<file path="config.mk">
export PLATFORM = sky130hd
export DESIGN_NAME = pipe_hazard_ctrl_flat
export DESIGN_NICKNAME = d
export VERILOG_FILES = /design/src/rtl/pipe_hazard_ctrl_if.sv /design/src/rtl/pipe_hazard_ctrl.sv /design/src/flat_wrapper.sv
export SDC_FILE = /design/constraint.sdc
export NUM_CORES = 1
export LEC_CHECK = 0
export BUFFER_PORTS_ARGS = -buffer_cell sky130_fd_sc_hd__buf_4
export CAP_MARGIN = 30
export CORE_MARGIN = 2
export CORE_UTILIZATION = 50
export CTS_CLUSTER_SIZE = 14
export DETAILED_ROUTE_END_ITERATION = 8
export PLACE_DENSITY = 0.73
export SYNTH_ARGS = -nofsm -noshare
export SYNTH_HDL_FRONTEND = slang
export SYNTH_SLANG_ARGS = --single-unit
</file>
<file path="constraint.sdc">
create_clock -name clk_i -period 2.1 [get_ports clk_i]
set_clock_uncertainty 0.15 [all_clocks]
set_input_delay 0 -clock clk_i [delete_from_list [all_inputs] [get_ports clk_i]]
set_output_delay 0 -clock clk_i [all_outputs]
set_load 0.01 [all_outputs]
</file>
<file path="src/rtl/pipe_hazard_ctrl_if.sv">
// Handshake bundle between the pipeline datapath (master) and the hazard
// controller (slave): ID-stage instruction fields in, stall/flush/forward
// controls out. Optional PIPE_HAZARD_PERF_EN adds the performance counters.
interface pipe_hazard_ctrl_if #(
   parameter int STAGES = 5,
   parameter int REG_AW = 5
);
   localparam int D    = STAGES - 2;
   localparam int FW_W = (D > 1) ? $clog2(D) : 1;

   logic              start_i;
   logic              id_valid_i;
   logic [REG_AW-1:0] id_rs_i;
   logic [REG_AW-1:0] id_rt_i;
   logic              id_rt_used_i;
   logic [REG_AW-1:0] id_rd_i;
   logic              id_regwrite_i;
   logic              id_memread_i;
   logic              flush_i;
   logic              pc_write_o;
   logic              ifid_write_o;
   logic              ifid_flush_o;
   logic              bubble_o;
   logic [FW_W-1:0]   fwd_a_o;
   logic [FW_W-1:0]   fwd_b_o;
`ifdef PIPE_HAZARD_PERF_EN
   logic [31:0]       stall_cnt_o;
   logic [31:0]       flush_cnt_o;
`endif

   modport master (
      output start_i, id_valid_i, id_rs_i, id_rt_i, id_rt_used_i, id_rd_i,
             id_regwrite_i, id_memread_i, flush_i,
      input  pc_write_o, ifid_write_o, ifid_flush_o, bubble_o, fwd_a_o, fwd_b_o
`ifdef PIPE_HAZARD_PERF_EN
      , input stall_cnt_o, flush_cnt_o
`endif
   );

   modport slave (
      input  start_i, id_valid_i, id_rs_i, id_rt_i, id_rt_used_i, id_rd_i,
             id_regwrite_i, id_memread_i, flush_i,
      output pc_write_o, ifid_write_o, ifid_flush_o, bubble_o, fwd_a_o, fwd_b_o
`ifdef PIPE_HAZARD_PERF_EN
      , output stall_cnt_o, flush_cnt_o
`endif
   );
endinterface

</file>
<file path="src/rtl/pipe_hazard_ctrl.sv">
// Parametrised hazard / forwarding / flush controller for the in-order MIPS
// pipeline. Tracks D = STAGES-2 in-flight instructions (entry 0 = EX,
// entry D-1 = WB), raises load-use stalls, resolves EX forwarding and applies
// branch flushes. Define PIPE_HAZARD_PERF_EN for stall/flush counters.
module pipe_hazard_ctrl #(
   parameter int STAGES   = 5,
   parameter int REG_AW   = 5,
   parameter int LOAD_LAT = 1
) (
   input logic             clk_i,
   input logic             rst_i,
   pipe_hazard_ctrl_if.slave bus
);
   localparam int D    = STAGES - 2;
   localparam int FW_W = (D > 1) ? $clog2(D) : 1;

   typedef struct packed {
      logic              valid;
      logic [REG_AW-1:0] rd;
      logic              regwrite;
      logic              memread;
   } entry_t;

   entry_t            ent [D];
   logic [REG_AW-1:0] e0_rs;
   logic [REG_AW-1:0] e0_rt;
   logic              e0_rt_used;

   logic              stall;
   logic              issue;
   logic [FW_W-1:0]   fwd_a;
   logic [FW_W-1:0]   fwd_b;

   function automatic logic is_prod(input entry_t e);
      return e.valid & e.regwrite & (e.rd != '0);
   endfunction

   // Load-use detection: a load still too young to forward blocks the ID instruction.
   always_comb begin
      // NOTE: default first so every path assigns stall and no latch is inferred.
      stall = 1'b0;
      if (bus.id_valid_i && !rst_i) begin
         for (int k = 0; k < LOAD_LAT; k++) begin
            if (is_prod(ent[k]) && ent[k].memread &&
                (ent[k].rd == bus.id_rs_i ||
                 (bus.id_rt_used_i && ent[k].rd == bus.id_rt_i)))
               stall = 1'b1;
         end
      end
   end

   // Forward select: walk oldest to youngest so the youngest matching producer
   // decides; a matching load whose data is not ready yet yields 0.
   always_comb begin
      fwd_a = '0;
      fwd_b = '0;
      if (ent[0].valid) begin
         for (int k = D - 1; k >= 1; k--) begin
            if (is_prod(ent[k]) && ent[k].rd == e0_rs)
               fwd_a = (ent[k].memread && k < 1 + LOAD_LAT) ? '0 : FW_W'(k);
            if (e0_rt_used && is_prod(ent[k]) && ent[k].rd == e0_rt)
               fwd_b = (ent[k].memread && k < 1 + LOAD_LAT) ? '0 : FW_W'(k);
         end
      end
   end

   assign issue = bus.id_valid_i & ~stall & ~bus.flush_i;

   // Tracker shift register: advances only while the pipeline runs.
   always_ff @(posedge clk_i or posedge rst_i) begin
      if (rst_i) begin
         // NOTE: the tracker is control state, so every entry is cleared on reset.
         for (int k = 0; k < D; k++) ent[k] <= '0;
         e0_rs      <= '0;
         e0_rt      <= '0;
         e0_rt_used <= 1'b0;
      end else if (bus.start_i) begin
         // NOTE: non-blocking so each entry takes its neighbour's pre-edge value.
         for (int k = D - 1; k >= 1; k--) ent[k] <= ent[k-1];
         if (issue) begin
            ent[0]     <= '{valid: 1'b1, rd: bus.id_rd_i,
                            regwrite: bus.id_regwrite_i, memread: bus.id_memread_i};
            e0_rs      <= bus.id_rs_i;
            e0_rt      <= bus.id_rt_i;
            e0_rt_used <= bus.id_rt_used_i;
         end else begin
            ent[0]     <= '0;
            e0_rs      <= '0;
            e0_rt      <= '0;
            e0_rt_used <= 1'b0;
         end
      end
   end

   assign bus.pc_write_o   = bus.start_i & (~stall | bus.flush_i);
   assign bus.ifid_write_o = bus.start_i & ~stall;
   assign bus.ifid_flush_o = bus.start_i & bus.flush_i;
   assign bus.bubble_o     = bus.start_i & (stall | bus.flush_i) & ~rst_i;
   assign bus.fwd_a_o      = fwd_a;
   assign bus.fwd_b_o      = fwd_b;

`ifdef PIPE_HAZARD_PERF_EN
   logic [31:0] stall_cnt;
   logic [31:0] flush_cnt;

   // Saturating event counters; a flush cycle is not counted as a stall.
   always_ff @(posedge clk_i or posedge rst_i) begin
      if (rst_i) begin
         stall_cnt <= '0;
         flush_cnt <= '0;
      end else begin
         if (bus.start_i && stall && !bus.flush_i && stall_cnt != '1)
            stall_cnt <= stall_cnt + 32'd1;
         if (bus.start_i && bus.flush_i && flush_cnt != '1)
            flush_cnt <= flush_cnt + 32'd1;
      end
   end

   assign bus.stall_cnt_o = stall_cnt;
   assign bus.flush_cnt_o = flush_cnt;
`endif
endmodule

</file>
<file path="src/flat_wrapper.sv">
// flat-port wrapper written by rule: the top's interface ports become plain ports
module pipe_hazard_ctrl_flat 
#(
   parameter int STAGES   = 5,
   parameter int REG_AW   = 5,
   parameter int LOAD_LAT = 1
)
  (clk_i, rst_i, bus_start_i, bus_id_valid_i, bus_id_rs_i, bus_id_rt_i, bus_id_rt_used_i, bus_id_rd_i, bus_id_regwrite_i, bus_id_memread_i, bus_flush_i, bus_pc_write_o, bus_ifid_write_o, bus_ifid_flush_o, bus_bubble_o, bus_fwd_a_o, bus_fwd_b_o);
  pipe_hazard_ctrl_if #(.STAGES(STAGES), .REG_AW(REG_AW)) bus_i ();
  input logic clk_i;
  input logic rst_i;
  input wire logic [$bits(bus_i.start_i)-1:0] bus_start_i;
  input wire logic [$bits(bus_i.id_valid_i)-1:0] bus_id_valid_i;
  input wire logic [$bits(bus_i.id_rs_i)-1:0] bus_id_rs_i;
  input wire logic [$bits(bus_i.id_rt_i)-1:0] bus_id_rt_i;
  input wire logic [$bits(bus_i.id_rt_used_i)-1:0] bus_id_rt_used_i;
  input wire logic [$bits(bus_i.id_rd_i)-1:0] bus_id_rd_i;
  input wire logic [$bits(bus_i.id_regwrite_i)-1:0] bus_id_regwrite_i;
  input wire logic [$bits(bus_i.id_memread_i)-1:0] bus_id_memread_i;
  input wire logic [$bits(bus_i.flush_i)-1:0] bus_flush_i;
  output wire logic [$bits(bus_i.pc_write_o)-1:0] bus_pc_write_o;
  output wire logic [$bits(bus_i.ifid_write_o)-1:0] bus_ifid_write_o;
  output wire logic [$bits(bus_i.ifid_flush_o)-1:0] bus_ifid_flush_o;
  output wire logic [$bits(bus_i.bubble_o)-1:0] bus_bubble_o;
  output wire logic [$bits(bus_i.fwd_a_o)-1:0] bus_fwd_a_o;
  output wire logic [$bits(bus_i.fwd_b_o)-1:0] bus_fwd_b_o;
  assign bus_i.start_i = bus_start_i;
  assign bus_i.id_valid_i = bus_id_valid_i;
  assign bus_i.id_rs_i = bus_id_rs_i;
  assign bus_i.id_rt_i = bus_id_rt_i;
  assign bus_i.id_rt_used_i = bus_id_rt_used_i;
  assign bus_i.id_rd_i = bus_id_rd_i;
  assign bus_i.id_regwrite_i = bus_id_regwrite_i;
  assign bus_i.id_memread_i = bus_id_memread_i;
  assign bus_i.flush_i = bus_flush_i;
  assign bus_pc_write_o = bus_i.pc_write_o;
  assign bus_ifid_write_o = bus_i.ifid_write_o;
  assign bus_ifid_flush_o = bus_i.ifid_flush_o;
  assign bus_bubble_o = bus_i.bubble_o;
  assign bus_fwd_a_o = bus_i.fwd_a_o;
  assign bus_fwd_b_o = bus_i.fwd_b_o;
  pipe_hazard_ctrl #(.STAGES(STAGES), .REG_AW(REG_AW), .LOAD_LAT(LOAD_LAT)) u_core (.clk_i(clk_i), .rst_i(rst_i), .bus(bus_i));
endmodule
</file>
==> metrics.csv <==
metric;value;unit
CTS root buf;clkbuf_4;
Core ar.;3416;µm²
nature of the critical path endpoint;output port;
largest net degree at the start of global routing;39;
Max-cap violations;0;
Storage cell area;853.3;µm²
ranking of synthesized cells by area;dfrtp_1, xor2_1, mux2_2;
syn_nets;199;
top cells by count, synth;dfrtp_1, inv_1, xor2_1;
Clock Path Buffers;2;
Pins Over Slew Limit;0;
vias per cell;5.588;
n_diodes;0;
DP HPWL;2920;µm
Starting DRT DRC Count;117;
Post-Route WL;5137;µm
reg-to-reg slack, setup;-0.13;ns
leading area contributor after synthesis;dfrtp_1;
initial antenna violation count;0;
fin crit period;2.476;ns
fraction of registers with async set/reset;1.000;
GRT Util Overall;0.2419;
HP Class;in -> reg;
placed instance area;2127;µm²
Die Span X;64.11;µm
CP max FO;5;
RSZ-0062 raised after global routing;true;
number of distinct library cells after synthesis;26;
overall power;1.469;mW
critical path data arrival time;2.33;ns
H-tree depth;2;
Main synth FF type;dfrtp_1;
fmax;403.9;MHz
peak supply drop;0.4288;mV
vias in the first global route;1638;
WL per Instance;17.65;µm
Fin. Hold Viols;0;
first-pass GRT wire length;7596;µm
Placer Congestion;0.8490;
CP required;1.95;ns
Cell Pwr Density;575.7;nW/µm²
r2r endpoint;u_core.ent[17]$_DFFE_PP0P_;
CTS Sinks;34;
Num CTS Buffers;5;
Antenna Nets Post-Route;0;
Die Height;64.11;µm
FF-to-FF Start;u_core.ent[20]$_DFFE_PP0P_;
Post-synth EDFFs;0;
Initial DRT Pass Iterations;4;
fin crit share;1.179;
setup slack after layout;-0.3759;ns
top-count cell post-synth;dfrtp_1;
Syn. warnings;0;
row cnt;21;
Critical path origin;u_core.ent[20]$_DFFE_PP0P_;
#FFs+latches synth;34;
leakage power figure;1.229;nW
failing checks;negative setup slack;
critical path type;reg -> out;
DRC Markers;0;
Max-slew headroom;0.5544;
cells on worst reg2reg path;9;
layout cell share with drive strength beyond 1;0.3469;
Nets;267;
Clock Pin Slew Worst Setup and Hold Paths;0.11;ns
cell area after layout;2552;µm²
Die Area;4110;µm²
# setup viols final;24;
Port Buffers;30;
grt ovf;0;
Multi-input gate area;885.9;µm²
Mapped Area;1807;µm²
initial core utilization;0.5289;
number of top-level pins;31;
sequential area share after synthesis;0.4709;
Mean Syn Cell Area;10.27;µm²
Worst-Margin Slew;0.6684;ns
fill count;204;
type of origin of the critical path;flip-flop;
Setup crit end;bus_ifid_write_o;
routed vias;1626;
CTS tree;done;
share of the synthesized area in the top cell type;0.4709;
status;finished with violations;
Post-Syn Instances;176;
area growth from synthesis to layout;41.27;%
latest clock arrival within the worst-skew pair;0.33;ns
-- flip-flops by register name, indices dropped and copies added (netlist names) --
| register | flops |
|---|---|
| u_core.ent | 23 |
| u_core.e0_rs | 5 |
| u_core.e0_rt_used | 1 |
| u_core.e0_rt | 5 |
-- cell type report --
class | count | area share
sequential | 34 | 0.3343
tap | 46 | 0.02255
inverter | 22 | 0.03235
timing repair buffer | 69 | 0.2402
clock inverter | 1 | 0.001961
clock buffer | 7 | 0.02157
multi-input combinational | 112 | 0.3471
-- cells by family after synthesis --
family | synth area share
buffers and inverters | 0.07064
AO/OA/AOI/OAI | 0.1046
multiplexers | 0.09349
flip-flops | 0.4709
AND/OR/NAND/NOR | 0.1150
XOR/XNOR | 0.1454
-- worst min-delay path by stage --
stage	startpoint	end	slack [ns]	depth (start not counted)
2_1_floorplan	bus_flush_i	bus_pc_write_o	-0.02	2
3_3_place_gp	rst_i	u_core.ent[22]$_DFFE_PP0P_	0.02	3
3_5_place_dp	rst_i	u_core.ent[18]$_DFFE_PP0P_	0.03	3
4_1_cts	bus_start_i	u_core.e0_rs[3]$_DFFE_PP0P_	0.11	3
5_1_grt	bus_start_i	u_core.ent[23]$_DFFE_PP0P_	0.13	3
6_report	bus_start_i	u_core.e0_rs[0]$_DFFE_PP0P_	0.13	3
-- stage by stage --
| stage | std cells | setup WS (ns) | hold WS [ns] | util | setup TNS, ns |
|---|---|---|---|---|---|
| global route | 291 | -0.4539 | 0.1327 | 0.7473 | -4.158 |
| CTS | 287 | -0.2454 | 0.1130 | 0.7132 | -0.6522 |
| floorplan | 176 | 0.1655 | -0.02392 | - | 0 |
| global placement | 255 | 0.07317 | 0.02410 | 0.6227 | 0 |
| detailed placement | 255 | 0.04387 | 0.03473 | 0.6227 | 0 |
| finish | 291 | -0.3759 | 0.1331 | 0.7473 | -2.702 |
-- metal layers --
layer,wire length (µm),vias to the layer above,GRT usage
met3,296,25,0.06338
met4,202,0,0.08245
met1,2043,792,0.3016
met2,2595,74,0.4076
li1,-,735,-
met5,0,-,0
-- cells in the final DEF, fill, tap and decap left out, types with 2 or more instances in the layout --
cell and count:
or4_4 2, nand2_1 18, nor4_1 2, o22ai_1 18
inv_1 22, dlygate4sd3_1 19, nand4_1 2, xor2_2 2
mux2_2 15, nor4_2 3, nand3_1 4, xor2_1 20
xnor2_1 8, buf_6 6, buf_4 42, nor2_1 2
nor3_1 2, dfrtp_2 2, dfrtp_1 32, clkbuf_4 5
-- repair_timing --
item | CTS | global route
cloned | 0 | 1
hold buffers | 19 | 0
pin swaps | 10 | 6
resized for setup | 7 | 13
buffers inserted | 5 | 4
endpoints found under the hold margin | 52 | 0
endpoints found under the setup margin | 6 | 25
-- report_power, final --
part	internal [mW]	leakage [nW]	switching [mW]
registers	0.704	0.454	0.0567
clock network	0.162	0.0353	0.224
logic	0.172	0.740	0.150
total	1.04	1.23	0.431
-- worst max-delay path, stage by stage (launching register included) --
cell       delay, ns
dfrtp_1         0.44
buf_6           0.14
xor2_1          0.15
nor3_2          0.24
nand3_2         0.12
a2111oi_4       0.40
buf_4           0.20
and2b_1         0.18
buf_6           0.12
Note: power is estimated with default switching activity, not from simulation.
